<file path="src/rtl/hamming_secded_codec.sv">
`timescale 1ns/1ps
// hamming_secded_codec
//   Two-stage pipelined Hamming SECDED encoder/decoder with valid/ready
//   streams on both sides and saturating error-event counters.
//
//   Codeword layout: cw[i] is Hamming position i (1..N). cw[0] is the
//   overall parity. Check bit Pk (k = 2^j) sits at position k. Data bits
//   fill the remaining positions in ascending order, so data bit 0 is at
//   position 3.
//
// Ports
//   clk, rst_n            rising-edge clock, asynchronous active-low reset
//   in_valid/in_ready     input handshake
//   in_mode               0 = encode, 1 = decode
//   in_data [CW-1:0]      encode: data in [DATA_W-1:0]; decode: codeword
//   out_valid/out_ready   output handshake
//   out_mode              mode of the presented result
//   out_data [CW-1:0]     encode: codeword; decode: corrected data (zero-extended)
//   err_single/err_double corrected / uncorrectable decode result
//   syndrome [R-1:0]      raw decode syndrome (zero for encode)
//   cnt_clr               synchronous clear of both counters
//   corr_cnt/uncorr_cnt   saturating event counters
module hamming_secded_codec #(
    parameter int DATA_W = 8,
    parameter int CNT_W  = 16,
    // Smallest r with 2^r >= DATA_W + r + 1, valid for DATA_W in 4..64.
    localparam int R  = (DATA_W <= 4)  ? 3 :
                        (DATA_W <= 11) ? 4 :
                        (DATA_W <= 26) ? 5 :
                        (DATA_W <= 57) ? 6 : 7,
    localparam int N  = DATA_W + R,
    localparam int CW = N + 1
) (
    input  logic              clk,
    input  logic              rst_n,
    input  logic              in_valid,
    output logic              in_ready,
    input  logic              in_mode,
    input  logic [CW-1:0]     in_data,
    output logic              out_valid,
    input  logic              out_ready,
    output logic              out_mode,
    output logic [CW-1:0]     out_data,
    output logic              err_single,
    output logic              err_double,
    output logic [R-1:0]      syndrome,
    input  logic              cnt_clr,
    output logic [CNT_W-1:0]  corr_cnt,
    output logic [CNT_W-1:0]  uncorr_cnt
);

    localparam logic [R-1:0] N_R = R'(N);

    // Hamming position of data bit k: the k-th non-power-of-two index >= 1.
    function automatic int data_pos(input int k);
        int cnt;
        int res;
        cnt = 0;
        res = 0;
        for (int i = 1; i <= N; i++) begin
            if ((i & (i - 1)) != 0) begin
                if (cnt == k) res = i;
                cnt++;
            end
        end
        return res;
    endfunction

    // Mask of positions 1..N whose index has bit j set.
    function automatic logic [CW-1:0] pos_mask(input int j);
        logic [CW-1:0] m;
        m = '0;
        for (int i = 1; i <= N; i++) begin
            if (((i >> j) & 1) != 0) m = m | (CW'(1) << i);
        end
        return m;
    endfunction

    // Pipeline registers
    logic              r_s1_valid, r_s1_mode;
    logic [CW-1:0]     r_s1_data;
    logic              r_s2_valid, r_s2_mode, r_s2_single, r_s2_double;
    logic [CW-1:0]     r_s2_data;
    logic [R-1:0]      r_s2_syn;
    logic [CNT_W-1:0]  r_corr, r_uncorr;

    // Combinational datapath between the stages
    logic [CW-1:0]     w_enc_raw;    // data placed, check bits and parity zero
    logic [CW-1:0]     w_enc_cw;     // complete codeword
    logic [R-1:0]      w_enc_chk;
    logic [R-1:0]      w_dec_syn;
    logic              w_dec_par;
    logic [CW-1:0]     w_flip;
    logic [CW-1:0]     w_fixed;
    logic [DATA_W-1:0] w_dec_data;
    logic [CW-1:0]     w_res_data;
    logic              w_res_single, w_res_double;
    logic [R-1:0]      w_res_syn;
    logic              w_s1_adv, w_s2_adv, w_fire;

    assign w_enc_raw[0] = 1'b0;

    for (genvar gi = 0; gi < DATA_W; gi++) begin : g_data
        localparam int P = data_pos(gi);
        assign w_enc_raw[P]   = r_s1_data[gi];
        assign w_enc_cw[P]    = r_s1_data[gi];
        assign w_dec_data[gi] = w_fixed[P];
    end

    for (genvar gi = 0; gi < R; gi++) begin : g_check
        localparam int            K    = 1 << gi;
        localparam logic [CW-1:0] MASK = pos_mask(gi);
        assign w_enc_raw[K]  = 1'b0;
        // With check positions zero, the syndrome of the raw word is
        // exactly the check-bit vector.
        assign w_enc_chk[gi] = ^(w_enc_raw & MASK);
        assign w_enc_cw[K]   = w_enc_chk[gi];
        assign w_dec_syn[gi] = ^(r_s1_data & MASK);
    end

    assign w_enc_cw[0] = (^w_enc_raw[CW-1:1]) ^ (^w_enc_chk);

    assign w_dec_par = ^r_s1_data;
    // p=1 with s=0 flips cw[0], which leaves the data untouched.
    assign w_flip    = (w_dec_par && (w_dec_syn <= N_R)) ? (CW'(1) << w_dec_syn) : '0;
    assign w_fixed   = r_s1_data ^ w_flip;

    always_comb begin
        w_res_data   = w_enc_cw;
        w_res_single = 1'b0;
        w_res_double = 1'b0;
        w_res_syn    = '0;
        if (r_s1_mode) begin
            w_res_data = {{(CW-DATA_W){1'b0}}, w_dec_data};
            w_res_syn  = w_dec_syn;
            if (w_dec_par) begin
                if (w_dec_syn <= N_R) w_res_single = 1'b1;
                else                  w_res_double = 1'b1;
            end else if (w_dec_syn != '0) begin
                w_res_double = 1'b1;
            end
        end
    end

    // A stage may load when it is empty or its word leaves this cycle.
    assign w_s2_adv = !r_s2_valid || out_ready;
    assign w_s1_adv = !r_s1_valid || w_s2_adv;
    assign w_fire   = r_s2_valid && out_ready;

    always_ff @(posedge clk or negedge rst_n) begin
        if (!rst_n) begin
            r_s1_valid  <= 1'b0;
            r_s1_mode   <= 1'b0;
            r_s1_data   <= '0;
            r_s2_valid  <= 1'b0;
            r_s2_mode   <= 1'b0;
            r_s2_data   <= '0;
            r_s2_single <= 1'b0;
            r_s2_double <= 1'b0;
            r_s2_syn    <= '0;
        end else begin
            if (w_s1_adv) begin
                r_s1_valid <= in_valid;
                if (in_valid) begin
                    r_s1_mode <= in_mode;
                    r_s1_data <= in_data;
                end
            end
            if (w_s2_adv) begin
                r_s2_valid <= r_s1_valid;
                if (r_s1_valid) begin
                    r_s2_mode   <= r_s1_mode;
                    r_s2_data   <= w_res_data;
                    r_s2_single <= w_res_single;
                    r_s2_double <= w_res_double;
                    r_s2_syn    <= w_res_syn;
                end
            end
        end
    end

    always_ff @(posedge clk or negedge rst_n) begin
        if (!rst_n) begin
            r_corr   <= '0;
            r_uncorr <= '0;
        end else if (cnt_clr) begin
            r_corr   <= '0;
            r_uncorr <= '0;
        end else if (w_fire && r_s2_mode) begin
            if (r_s2_single && (r_corr != {CNT_W{1'b1}}))
                r_corr <= r_corr + 1'b1;
            if (r_s2_double && (r_uncorr != {CNT_W{1'b1}}))
                r_uncorr <= r_uncorr + 1'b1;
        end
    end

    assign in_ready   = w_s1_adv;
    assign out_valid  = r_s2_valid;
    assign out_mode   = r_s2_mode;
    assign out_data   = r_s2_data;
    assign err_single = r_s2_single;
    assign err_double = r_s2_double;
    assign syndrome   = r_s2_syn;
    assign corr_cnt   = r_corr;
    assign uncorr_cnt = r_uncorr;

endmodule

</file>
<file path="config.mk">
export PLATFORM = sky130hd
export DESIGN_NAME = hamming_secded_codec
export DESIGN_NICKNAME = d
export VERILOG_FILES = /design/src/rtl/hamming_secded_codec.sv
export SDC_FILE = /design/constraint.sdc
export NUM_CORES = 1
export LEC_CHECK = 0
export CAP_MARGIN = 20
export CELL_PAD_IN_SITES_DETAIL_PLACEMENT = 2
export CELL_PAD_IN_SITES_GLOBAL_PLACEMENT = 2
export CORE_MARGIN = 2
export CORE_UTILIZATION = 32
export CTS_BUF_LIST = sky130_fd_sc_hd__clkbuf_4 sky130_fd_sc_hd__clkbuf_8 sky130_fd_sc_hd__clkbuf_16
export CTS_CLUSTER_DIAMETER = 60
export DETAILED_ROUTE_END_ITERATION = 16
export PLACE_DENSITY_LB_ADDON = 0.1
export SYNTH_ARGS = -nofsm -noshare
export SYNTH_HDL_FRONTEND = slang
export SYNTH_SLANG_ARGS = --single-unit
</file>
<file path="constraint.sdc">
create_clock -name clk -period 2.65 [get_ports clk]
set_input_delay 0.53 -clock clk [delete_from_list [all_inputs] [get_ports clk]]
set_output_delay 0.53 -clock clk [all_outputs]
set_load 0.01 [all_outputs]
</file>
## After elaboration in Yosys (flattened, before gate mapping)

Cells that the tools add are included.

- Register bits after elaboration: 68
- Input bits: 19
- Word-level logic and storage cells: 63

- Add/sub/neg operators: 2
- Order comparisons: 1
- Eq/ne operators: 2
- Shifts and indexed selects: 1
- Muxes and demuxes: 16
- Bitwise gates (word level): 2
- Reductions and logical operators: 28

Operators by type and width:

| cell | number |
|---|---|
| XOR reduction 13 bit | 9 |
| 2-to-1 mux 16 bit | 6 |
| adder 16 x 1 -> 16 bit, second input constant | 2 |
| != test 16 bit, second input constant | 2 |
| 2-to-1 mux 13 bit | 2 |
| left shift 1 x 4 -> 13 bit, first input constant | 1 |
| bitwise XOR 13 bit | 1 |
| XOR reduction 12 bit | 1 |
| AND reduction 2 bit | 4 |
| 2-to-1 mux 1 bit | 7 |
| nonzero test 2 bit | 3 |
| logical AND 1 bit | 5 |
| <= comparator 4 bit, second input constant | 1 |
| 2-to-1 mux 4 bit | 1 |
| nonzero test 4 bit | 1 |
| XOR reduction 4 bit | 1 |
| logical NOT 1 bit | 2 |
| logical OR 1 bit | 2 |
| bitwise XOR 1 bit | 1 |

## Longest topological paths before layout

Gate-level depths: netlist of the first run.

- Depth in word-level cells: 6
- Mapped depth: 8
- Mapped depth without buffers: 7

## Worst setup path before layout of the first run

OpenSTA, ideal clock, no wires.

- Path kind: flip-flop to flip-flop
- Start: register r_s1_data[3]
- End: register r_s2_data[4] (netlist: out_data[4])
- Library setup time: 0.131 ns
- Arrival: 1.890 ns
- Data required time: 2.519 ns
- Setup slack: 0.629 ns
- Cell stages (with the launch flop): 8
- Path buffers: 1
- Period minus slack after synthesis: 2.021 ns
- Cells stage by stage: dfrtp_1 > buf_2 > xnor2_2 > xor2_1 > or4_4 > a21oi_1 > xnor2_1 > o21ai_1

- Word-level cells in the longest chain between the ends: 6

Ends and longest elaborated chain:

| element | line | text |
|---|---|---|
| from (decl) | 81 | `logic [CW-1:0] r_s1_data;` |
| from (signal assigned) | 166 | `r_s1_data <= in_data;` |
| XOR reduction 13 bit | 118 | `assign w_dec_syn[gi] = ^(r_s1_data & MASK);` |
| <= comparator 4 bit | 125 | `assign w_flip = (w_dec_par && (w_dec_syn <= N_R)) ? (CW'(1) << w_dec_syn) : '0;` |
| logical AND 1 bit | 125 |  |
| 2-to-1 mux 13 bit | 125 |  |
| bitwise XOR 13 bit | 126 | `assign w_fixed = r_s1_data ^ w_flip;` |
| 2-to-1 mux 13 bit * | 133 | `if (r_s1_mode) begin` |
| to (signal assigned) | 173 | `r_s2_data <= w_res_data;` |
| to (decl) | 83 | `logic [CW-1:0] r_s2_data;` |

Mark *: on every way between the ends. The rest lies on a longest branch, timed or not.
A chain may end at the register's enable or synchronous reset.

## Final worst setup path of the first run

- Start: input port out_ready
- End: output port in_ready

- Word-level cells in the longest chain between the ends: 2

Ends and longest elaborated chain:

| element | line | text |
|---|---|---|
| from (decl) | 41 | `input logic out_ready,` |
| logical OR 1 bit | 146 | `assign w_s2_adv = !r_s2_valid \|\| out_ready;` |
| logical OR 1 bit | 147 | `assign w_s1_adv = !r_s1_valid \|\| w_s2_adv;` |
| to (decl) | 37 | `output logic in_ready,` |

Every way passes these cells.

==> results of run 1 <==
==> worst paths after layout <==
kind                         startpoint              to  slack, ns  depth (start not counted)
setup / recovery              out_ready        in_ready       0.33                          3
hold / removal                    rst_n  uncorr_cnt[10]       0.12                          1
setup reg to reg           r_s1_data[6]     out_data[0]       0.37                          6
hold reg to reg             syndrome[1]     syndrome[1]       0.48                          2
max in group asynchronous         rst_n     syndrome[1]       1.78                          2
min in group clk            syndrome[1]     syndrome[1]       0.48                          2
==> area by class of cell <==
cell class | count | area [um^2]
Timing Repair Buffer | 87 | 828
Sequential cell | 68 | 1700
Multi-Input combinational cell | 263 | 1780
Clock buffer | 10 | 138
Inverter | 4 | 15.0
Fill cell | 1170 | 6160
Clock inverter | 5 | 38.8
Tap cell | 140 | 175
==> sequential cells by signal, indices dropped and copies added (netlist names) <==
signal / cells
uncorr_cnt: 16
err_double: 1
err_single: 1
syndrome: 4
out_valid: 1
r_s1_data: 13
r_s1_mode: 1
corr_cnt: 16
r_s1_valid: 1
out_data: 13
out_mode: 1
==> cell families after synthesis <==
| family | synth area share |
|---|---|
| buffers and inverters | 0.0225 |
| DFF | 0.477 |
| AOI/OAI and AO/OA | 0.0800 |
| xor gates and xnor gates | 0.167 |
| and+or+nand+nor | 0.196 |
| adders and majority gates | 0.00702 |
| muxes | 0.0498 |
==> worst max-delay path, delay by kind of cell <==
family        cells  cell delay, ns
simple gates      1            0.18
buf+inv           2            1.08
==> Yosys cell counts (2+ instances only) <==
cell / number / share of area
dfrtp_1: 68 / 0.48
nor2_1: 36 / 0.038
nand2_1: 30 / 0.032
xnor2_1: 29 / 0.071
xor2_1: 25 / 0.061
nand3_1: 19 / 0.027
a21oi_1: 14 / 0.020
mux2_2: 14 / 0.044
clkbuf_1: 13 / 0.014
o21ai_0: 10 / 0.014
nand2b_1: 9 / 0.016
nand4_1: 9 / 0.016
and3_1: 8 / 0.014
o21ai_1: 6 / 0.0084
nor3b_1: 5 / 0.011
or3_1: 5 / 0.0088
and4_1: 4 / 0.0098
inv_1: 4 / 0.0042
xnor3_1: 4 / 0.025
a22oi_1: 3 / 0.0063
a31oi_1: 3 / 0.0053
nor3_1: 3 / 0.0042
a21boi_2: 2 / 0.0063
and2_1: 2 / 0.0035
ha_1: 2 / 0.0070
mux2i_1: 2 / 0.0056
nand3b_1: 2 / 0.0042
nor2b_1: 2 / 0.0035
o211ai_1: 2 / 0.0042
o31ai_1: 2 / 0.0042
or4_4: 2 / 0.0063
==> metal layers <==
layer,up-vias,global-route usage,wire length [um]
met2,51,0.309,4890
li1,1376,-,-
met3,9,0.0326,275
met1,1461,0.220,4220
met5,-,0,0
met4,0,0.0651,141
==> where the power goes <==
group	total (uW)	internal [uW]	switching (uW)
combinational	1300	655	644
clock	790	361	429
sequential	1320	1180	139
total	3410	2200	1210
==> through the flow <==
stage	instance area (um^2)	util	instances
2_1_floorplan	3570	-	351
3_3_place_gp	4500	0.416	562
3_5_place_dp	4500	0.416	562
4_1_cts	4680	0.432	577
5_1_grt	4680	0.432	577
6_report	4680	0.432	577
==> cells in the final DEF (no fill, tap or decap), types with 2 or more instances in the layout <==
| master | Yosys | final |
|---|---|---|
| nand2_1 | 30 | 30 |
| a21boi_2 | 2 | 2 |
| o21ai_0 | 10 | 10 |
| mux2i_1 | 2 | 2 |
| nor2_1 | 36 | 36 |
| nand4_1 | 9 | 9 |
| mux2_2 | 14 | 14 |
| dfrtp_1 | 68 | 68 |
| or3_1 | 5 | 5 |
| or4_4 | 2 | 2 |
| o21ai_1 | 6 | 6 |
| xnor2_1 | 29 | 29 |
| nor3_1 | 3 | 3 |
| a31oi_1 | 3 | 3 |
| clkdlybuf4s50_1 | 0 | 71 |
| a21oi_1 | 14 | 14 |
| and2_1 | 2 | 2 |
| and4_1 | 4 | 4 |
| nor3b_1 | 5 | 5 |
| xor2_1 | 25 | 25 |
| buf_4 | 1 | 15 |
| o31ai_1 | 2 | 2 |
| xnor3_1 | 4 | 4 |
| nand3b_1 | 2 | 2 |
| ha_1 | 2 | 2 |
| nand2b_1 | 9 | 9 |
| and3_1 | 8 | 8 |
| o211ai_1 | 2 | 2 |
| clkbuf_8 | 0 | 10 |
| a22oi_1 | 3 | 3 |
| nor2b_1 | 2 | 2 |
| clkinvlp_4 | 0 | 4 |
| nand3_1 | 19 | 19 |
| inv_1 | 4 | 4 |
==> flow_summary.yaml, run 1 <==
cts:
  root_buffer: "clkbuf_8"
  cts_buffers: 9
  cts_resized: 0
  cts_setup_buffers: 0
  hold_buffers: 0
  clk_latency_ns: 0.36
  htree_levels: 3
  cts.path.max_buffers: 2
  clk_pin_slew_ns: 0.09
  cts_tree: "done"
  cts_sinks: 68
yosys:
  synth_fp_nets: 372
  synth_cells: 351
  synth.cell_area_um2: 3570
  async_flop_share: 1.00
  ys_seq_area_frac: 0.477
  ys.warnings.count: 0
  syn_avg_cell_area_um2: 10.2
  synth_seq_cells: 68
  ys.flop_type: "dfrtp_1"
  ys_types: 43
  synth_edf_count: 0
pwr:
  power_density_nw_per_um2: 729
  cellLeakagePower_uw: 0.00193
  power_uw: 3410
  ir_drop_v: 0.000344
sta:
  finalCriticalPeriod_ns: 2.32
  setup_ws_ns: 0.331
  setup_viol: 0
  tightest_slew_ns: 0.691
  fin_setup_tns_ns: 0
  slew_headroom: 0.536
  fmax_mhz: 431
  rsz0062_at_grt: "no"
  hold_viol_final: 0
  fin_crit_sh: 0.875
  finalClockSkew_ns: 0.0163
  whs_ns: 0.124
  drv_slew: 0
floorplan:
  num_io_pins: 73
  start_util: 0.329
  core_um2: 10800
  die_w_um: 110
  dieArea_um2: 12000
  fp-row-count: 38
  die_h_um: 110
layout:
  diodes: 0
  area_growth_pct: 31.3
  finish.net_count: 454
  drive_gt1_frac: 0.117
outcome:
  status: "finished clean"
placed_design:
  place_congestion: 0.745
  dp_hpwl_mm: 6.94
  dp_slack_ns: 0.0829
  io_buffer_count: 72
global_route:
  grt_start_max_net_pins: 33
  grt_pass1_vias: 3206
  overflow: 0
  grt_usage: 0.178
  grt_pass1_wl_mm: 16.4
  antenna_found_initial: 0
setup_path:
  crit_path_end_kind: "output port"
  crit_fanout: 4
  cp.required_ns: 2.12
  path_cells: "clkdlybuf4s50_1 -> nand3b_1 -> clkdlybuf4s50_1"
  critPathArrivalTime_ns: 1.79
  critPathKind: "primary input to output port"
  max_stage_delay_ns: 0.55
  cpMostUsedCell: "clkdlybuf4s50_1"
  crit_path_top_delay_cell: "clkdlybuf4s50_1"
  cp-start-kind: "primary input"
detailed_routing:
  drt_iter0_drc: 97
  viasPerCell: 5.02
  antenna_left: 0
  wl_per_cell_um: 16.5
  wirelength_mm: 9.53
  drc_errors: 0
  first_pass_iters: 4
  via_count: 2897
run:
  drv_cap: 0
min_path:
  hp-class: "primary input to async pin"
No activity file was read; power rests on OpenSTA's default activity.
==> inputs of run 2 (changes only) <==
--- a/config.mk
+++ b/config.mk
@@ -8,12 +8,11 @@
 export CAP_MARGIN = 20
 export CELL_PAD_IN_SITES_DETAIL_PLACEMENT = 2
 export CELL_PAD_IN_SITES_GLOBAL_PLACEMENT = 2
-export CORE_MARGIN = 2
 export CORE_UTILIZATION = 32
 export CTS_BUF_LIST = sky130_fd_sc_hd__clkbuf_4 sky130_fd_sc_hd__clkbuf_8 sky130_fd_sc_hd__clkbuf_16
 export CTS_CLUSTER_DIAMETER = 60
 export DETAILED_ROUTE_END_ITERATION = 16
-export PLACE_DENSITY_LB_ADDON = 0.1
+export PLACE_DENSITY = 0.9
 export SYNTH_ARGS = -nofsm -noshare
 export SYNTH_HDL_FRONTEND = slang
 export SYNTH_SLANG_ARGS = --single-unit
==> run 2 against run 1 <==
Effect of this change:
- clock skew is 0.0072 ns lower
- sequential power is essentially flat
- die area fell by 3.6%
- critical path type unchanged
- highest routed layer unchanged
- largest power group unchanged
==> flow_summary.yaml, run 2 (synthesis results as in run 1) <==
outcome:
  status: "finished clean"
cts:
  cts_buffers: 9
  root_buffer: "clkbuf_8"
  clk_latency_ns: 0.36
  cts_tree: "done"
  cts_resized: 0
  clk_pin_slew_ns: 0.08
  cts_sinks: 68
  htree_levels: 3
  cts_setup_buffers: 0
  hold_buffers: 0
  cts.path.max_buffers: 2
pwr:
  cellLeakagePower_uw: 0.00197
  power_density_nw_per_um2: 789
  power_uw: 3750
  ir_drop_v: 0.000378
global_route:
  grt_usage: 0.196
  antenna_found_initial: 0
  grt_pass1_vias: 3295
  grt_start_max_net_pins: 69
  grt_pass1_wl_mm: 17.4
  overflow: 0
min_path:
  hp-class: "primary input to async pin"
detailed_routing:
  wirelength_mm: 10.3
  viasPerCell: 5.09
  wl_per_cell_um: 18.0
  antenna_left: 0
  first_pass_iters: 4
  via_count: 2924
  drt_iter0_drc: 116
  drc_errors: 0
setup_path:
  crit_family: "buffers and inverters"
  crit_buf_inv: 2
  max_stage_delay_ns: 0.57
  critPathArrivalTime_ns: 1.87
  critPathKind: "primary input to output port"
  cp.required_ns: 2.12
  cp-start-kind: "primary input"
  crit_path_top_delay_cell: "clkdlybuf4s50_1"
  cpMostUsedCell: "clkdlybuf4s50_1"
  crit_fanout: 4
  crit_path_end_kind: "output port"
  path_cells: "clkdlybuf4s50_1 -> nand3b_1 -> clkdlybuf4s50_1"
sta:
  fin_crit_sh: 0.905
  rsz0062_at_grt: "no"
  setup_ws_ns: 0.251
  fin_setup_tns_ns: 0
  setup_viol: 0
  drv_slew: 0
  finalCriticalPeriod_ns: 2.40
  fmax_mhz: 417
  slew_headroom: 0.542
  hold_viol_final: 0
  tightest_slew_ns: 0.682
  whs_ns: 0.190
  finalClockSkew_ns: 0.00904
floorplan:
  die_h_um: 108
  fp-row-count: 38
  core_um2: 10800
  dieArea_um2: 11600
  start_util: 0.329
  die_w_um: 108
  num_io_pins: 73
placed_design:
  dp_slack_ns: 0.0784
  placed_cell_area_um2: 4490
  io_buffer_count: 72
  dp_hpwl_mm: 7.45
  place_congestion: 0.778
layout:
  finish.net_count: 451
  final_common_cell: "clkdlybuf4s50_1"
  final_cell_mix: "clkdlybuf4s50_1, dfrtp_1, nor2_1"
  num-fill-cells: 1155
  drive_gt1_frac: 0.113
  diodes: 0
  area_growth_pct: 33.2
  stdcell_area_um2: 4750
run:
  drv_cap: 0
==> run 2: changes by cell type in the layout (fill, tap and decap cells not counted), sizes merged <==
cell and delta:
bufinv +3, buf -3, clkinvlp -4, clkbuf +2
==> run 2: cell type report <==
cell class | count | area [um^2] | area share
Tap cell | 140 | 175 | 0.0369
Timing Repair Buffer | 84 | 818 | 0.172
Inverter | 4 | 15.0 | 0.00316
Multi-Input combinational cell | 263 | 1780 | 0.376
Clock inverter | 4 | 95.1 | 0.0200
Clock buffer | 12 | 159 | 0.0335
Sequential cell | 68 | 1700 | 0.358
==> run 2: routing by layer <==
metal / GRT usage / vias to the layer above / routed length (um)
met4: 0.0724 / 0 / 132
met3: 0.0272 / 10 / 302
met5: 0 / - / 0
met2: 0.342 / 66 / 5360
li1: - / 1363 / -
met1: 0.246 / 1485 / 4530
==> run 2: worst register-to-register path, stage by stage, from the launching register on <==
cell and delay, ns:
dfrtp_1 0.43, xnor2_2 0.40, xor2_1 0.53, nand4_1 0.29, a21oi_1 0.29, xnor2_1 0.16, o21ai_1 0.08
==> run 2: per-stage QoR <==
stage | instances | utilization
finish | 575 | 0.438
global route | 575 | 0.438
CTS | 575 | 0.438
detailed placement | 559 | 0.415
global placement | 559 | 0.415
floorplan | 351 | -
==> run 2: worst paths after layout <==
kind / from / end / slack [ns] / cells after the start
setup / recovery: out_ready / in_ready / 0.25 / 3
hold / removal: rst_n / uncorr_cnt[13] / 0.19 / 2
setup reg to reg: r_s1_data[2] / out_data[6] / 0.34 / 6
hold reg to reg: out_data[9] / out_data[9] / 0.49 / 2
max in group asynchronous: rst_n / r_s1_data[4] / 2.16 / 2
min in group clk: out_data[9] / out_data[9] / 0.49 / 2
==> run 2: report_power, final <==
group | switching [uW] | internal (uW) | total, uW
logic | 668 | 650 | 1320
clock network | 422 | 686 | 1110
registers | 139 | 1180 | 1320
==> inputs of run 3 (changes only) <==
==> constraint.sdc (replaced) <==
create_clock -name clk -period 2.65 [get_ports clk]
set_input_delay 0.795 -clock clk [delete_from_list [all_inputs] [get_ports clk]]
set_output_delay 0.795 -clock clk [all_outputs]
set_load 0.01 [all_outputs]
==> run 3 against run 2 <==
Effect of this change:
- first-iteration DRC count down 40%
- critical endpoint unchanged
- sequential share of layout area down 0.56 points
- flip-flop and latch count unchanged
- clock skew up 0.0060 ns
- clock-buffer cell count down 1
- via count up 2.6%
- critical path depth unchanged
- global-route usage down 0.097 points
- combinational power about the same
- wire length up 1.0%
- final area up 1.6%
- highest routed layer unchanged
- worst setup slack worse by 0.17 ns
==> flow_summary.yaml, run 3 (synthesis results as in run 1) <==
sta:
  fin_crit_sh: 0.971
  finalCriticalPeriod_ns: 2.57
  slew_headroom: 0.499
  finalClockSkew_ns: 0.0151
  drv_slew: 0
  hold_viol_final: 0
  setup_viol: 0
  rsz0062_at_grt: "no"
  fmax_mhz: 389
  setup_ws_ns: 0.0775
  tightest_slew_ns: 0.746
detailed_routing:
  via_count: 3000
  antenna_left: 0
  viasPerCell: 5.12
  drt_iter0_drc: 70
  drc_errors: 0
  wirelength_mm: 10.4
  wl_per_cell_um: 17.8
  first_pass_iters: 4
cts:
  clk_pin_slew_ns: 0.09
  root_buffer: "clkbuf_8"
  htree_levels: 3
  clk_latency_ns: 0.36
  cts_setup_buffers: 0
  cts_sinks: 68
  cts.path.max_buffers: 2
  cts_tree: "done"
  cts_buffers: 9
setup_path:
  r2r.worst_path.cells: 6
  rr_endpoint: "out_data[0]"
  reg2reg_slack_ns: 0.25
  cp.required_ns: 1.86
  r2r-start: "r_s1_data[6]"
  crit_fanout: 2
  cp-start-kind: "primary input"
  critPathKind: "primary input to output port"
  crit_path_end_kind: "output port"
  critPathArrivalTime_ns: 1.78
pwr:
  power_density_nw_per_um2: 767
  swShare: 0.342
  ir_drop_v: 0.000408
  power_frac_seq: 0.358
  p_sw_uw: 1270
  p_int_uw: 2440
  power.clock.fraction: 0.277
  combPwrFrac: 0.366
  power_uw: 3700
  cellLeakagePower_uw: 0.00201
layout:
  diodes: 0
  finish.net_count: 462
  num-fill-cells: 1178
  final_cell_mix: "clkdlybuf4s50_1, dfrtp_1, nor2_1"
  stdcell_area_um2: 4820
  final_common_cell: "clkdlybuf4s50_1"
  multiInputGateArea_um2: 1780
  area_growth_pct: 35.3
  drive_gt1_frac: 0.135
  regArea_um2: 1700
outcome:
  status: "finished clean"
global_route:
  grt_start_max_net_pins: 33
  grt_pass1_wl_mm: 17.4
  grt_usage: 0.195
  overflow: 0
  grt_pass1_vias: 3435
  antenna_found_initial: 0
floorplan:
  die_w_um: 108
  dieArea_um2: 11600
  core_um2: 10800
  fp-row-count: 38
  num_io_pins: 73
  die_h_um: 108
  start_util: 0.329
placed_design:
  placed_cell_area_um2: 4590
  dp_hpwl_mm: 7.82
  place_congestion: 0.778
  dp_slack_ns: -0.174
  io_buffer_count: 72
run:
  drv_cap: 0
min_path:
  hp-class: "primary input to async pin"
run 3: what timing repair did:
| item | in CTS | in global routing |
|---|---|---|
| endpoints found under the setup margin | 1 | 0 |
| hold buffers | 0 | 0 |
| hold endpoints to repair | 0 | 0 |
| resized for setup | 1 | 0 |
run 3: final cells by class:
| class | instances | share of cell area |
|---|---|---|
| Sequential cell | 68 | 0.353 |
| Timing Repair Buffer | 95 | 0.189 |
| Multi-Input combinational cell | 263 | 0.370 |
| Inverter | 4 | 0.00311 |
| Clock buffer | 11 | 0.0314 |
| Clock inverter | 5 | 0.0174 |
| Tap cell | 140 | 0.0363 |
run 3: power groups by stage:
stage,logic [uW],registers (uW),clock network [uW]
5_1_grt,1470,1340,1090
3_5_place_dp,1350,1340,0
2_1_floorplan,773,1350,0
6_report,1350,1320,1020
4_1_cts,1370,1330,1050
3_3_place_gp,1280,1340,0
run 3: how the worst max path moves through the flow:
stage / slack, ns / to / from
CTS: 0.06 / in_ready / out_ready
finish: 0.08 / in_ready / out_ready
global route: 0.05 / in_ready / out_ready
global placement: -0.21 / in_ready / out_ready
detailed placement: -0.17 / in_ready / out_ready
floorplan: 0.59 / r_s1_data[10] / out_ready
run 3: metal layers:
layer | vias to the layer above | wire (um) | global-route usage
li1 | 1388 | - | -
met1 | 1533 | 4650 | 0.240
met2 | 66 | 5390 | 0.349
met3 | 13 | 274 | 0.0297
met4 | 0 | 119 | 0.0626
met5 | - | 0 | 0
run 3: metrics by stage:
step            util  setup TNS [ns]  hold WS (ns)  instances
2_1_floorplan      -               0         0.480        351
3_3_place_gp   0.423          -0.243         0.472        570
3_5_place_dp   0.423          -0.360         0.483        570
4_1_cts        0.445               0         0.470        586
5_1_grt        0.445               0         0.514        586
6_report       0.445               0         0.461        586
run 3: worst max-delay path: stages:
cell and delay, ns:
clkdlybuf4s50_1 0.46, nand3b_1 0.22, dlygate4sd2_1 0.31
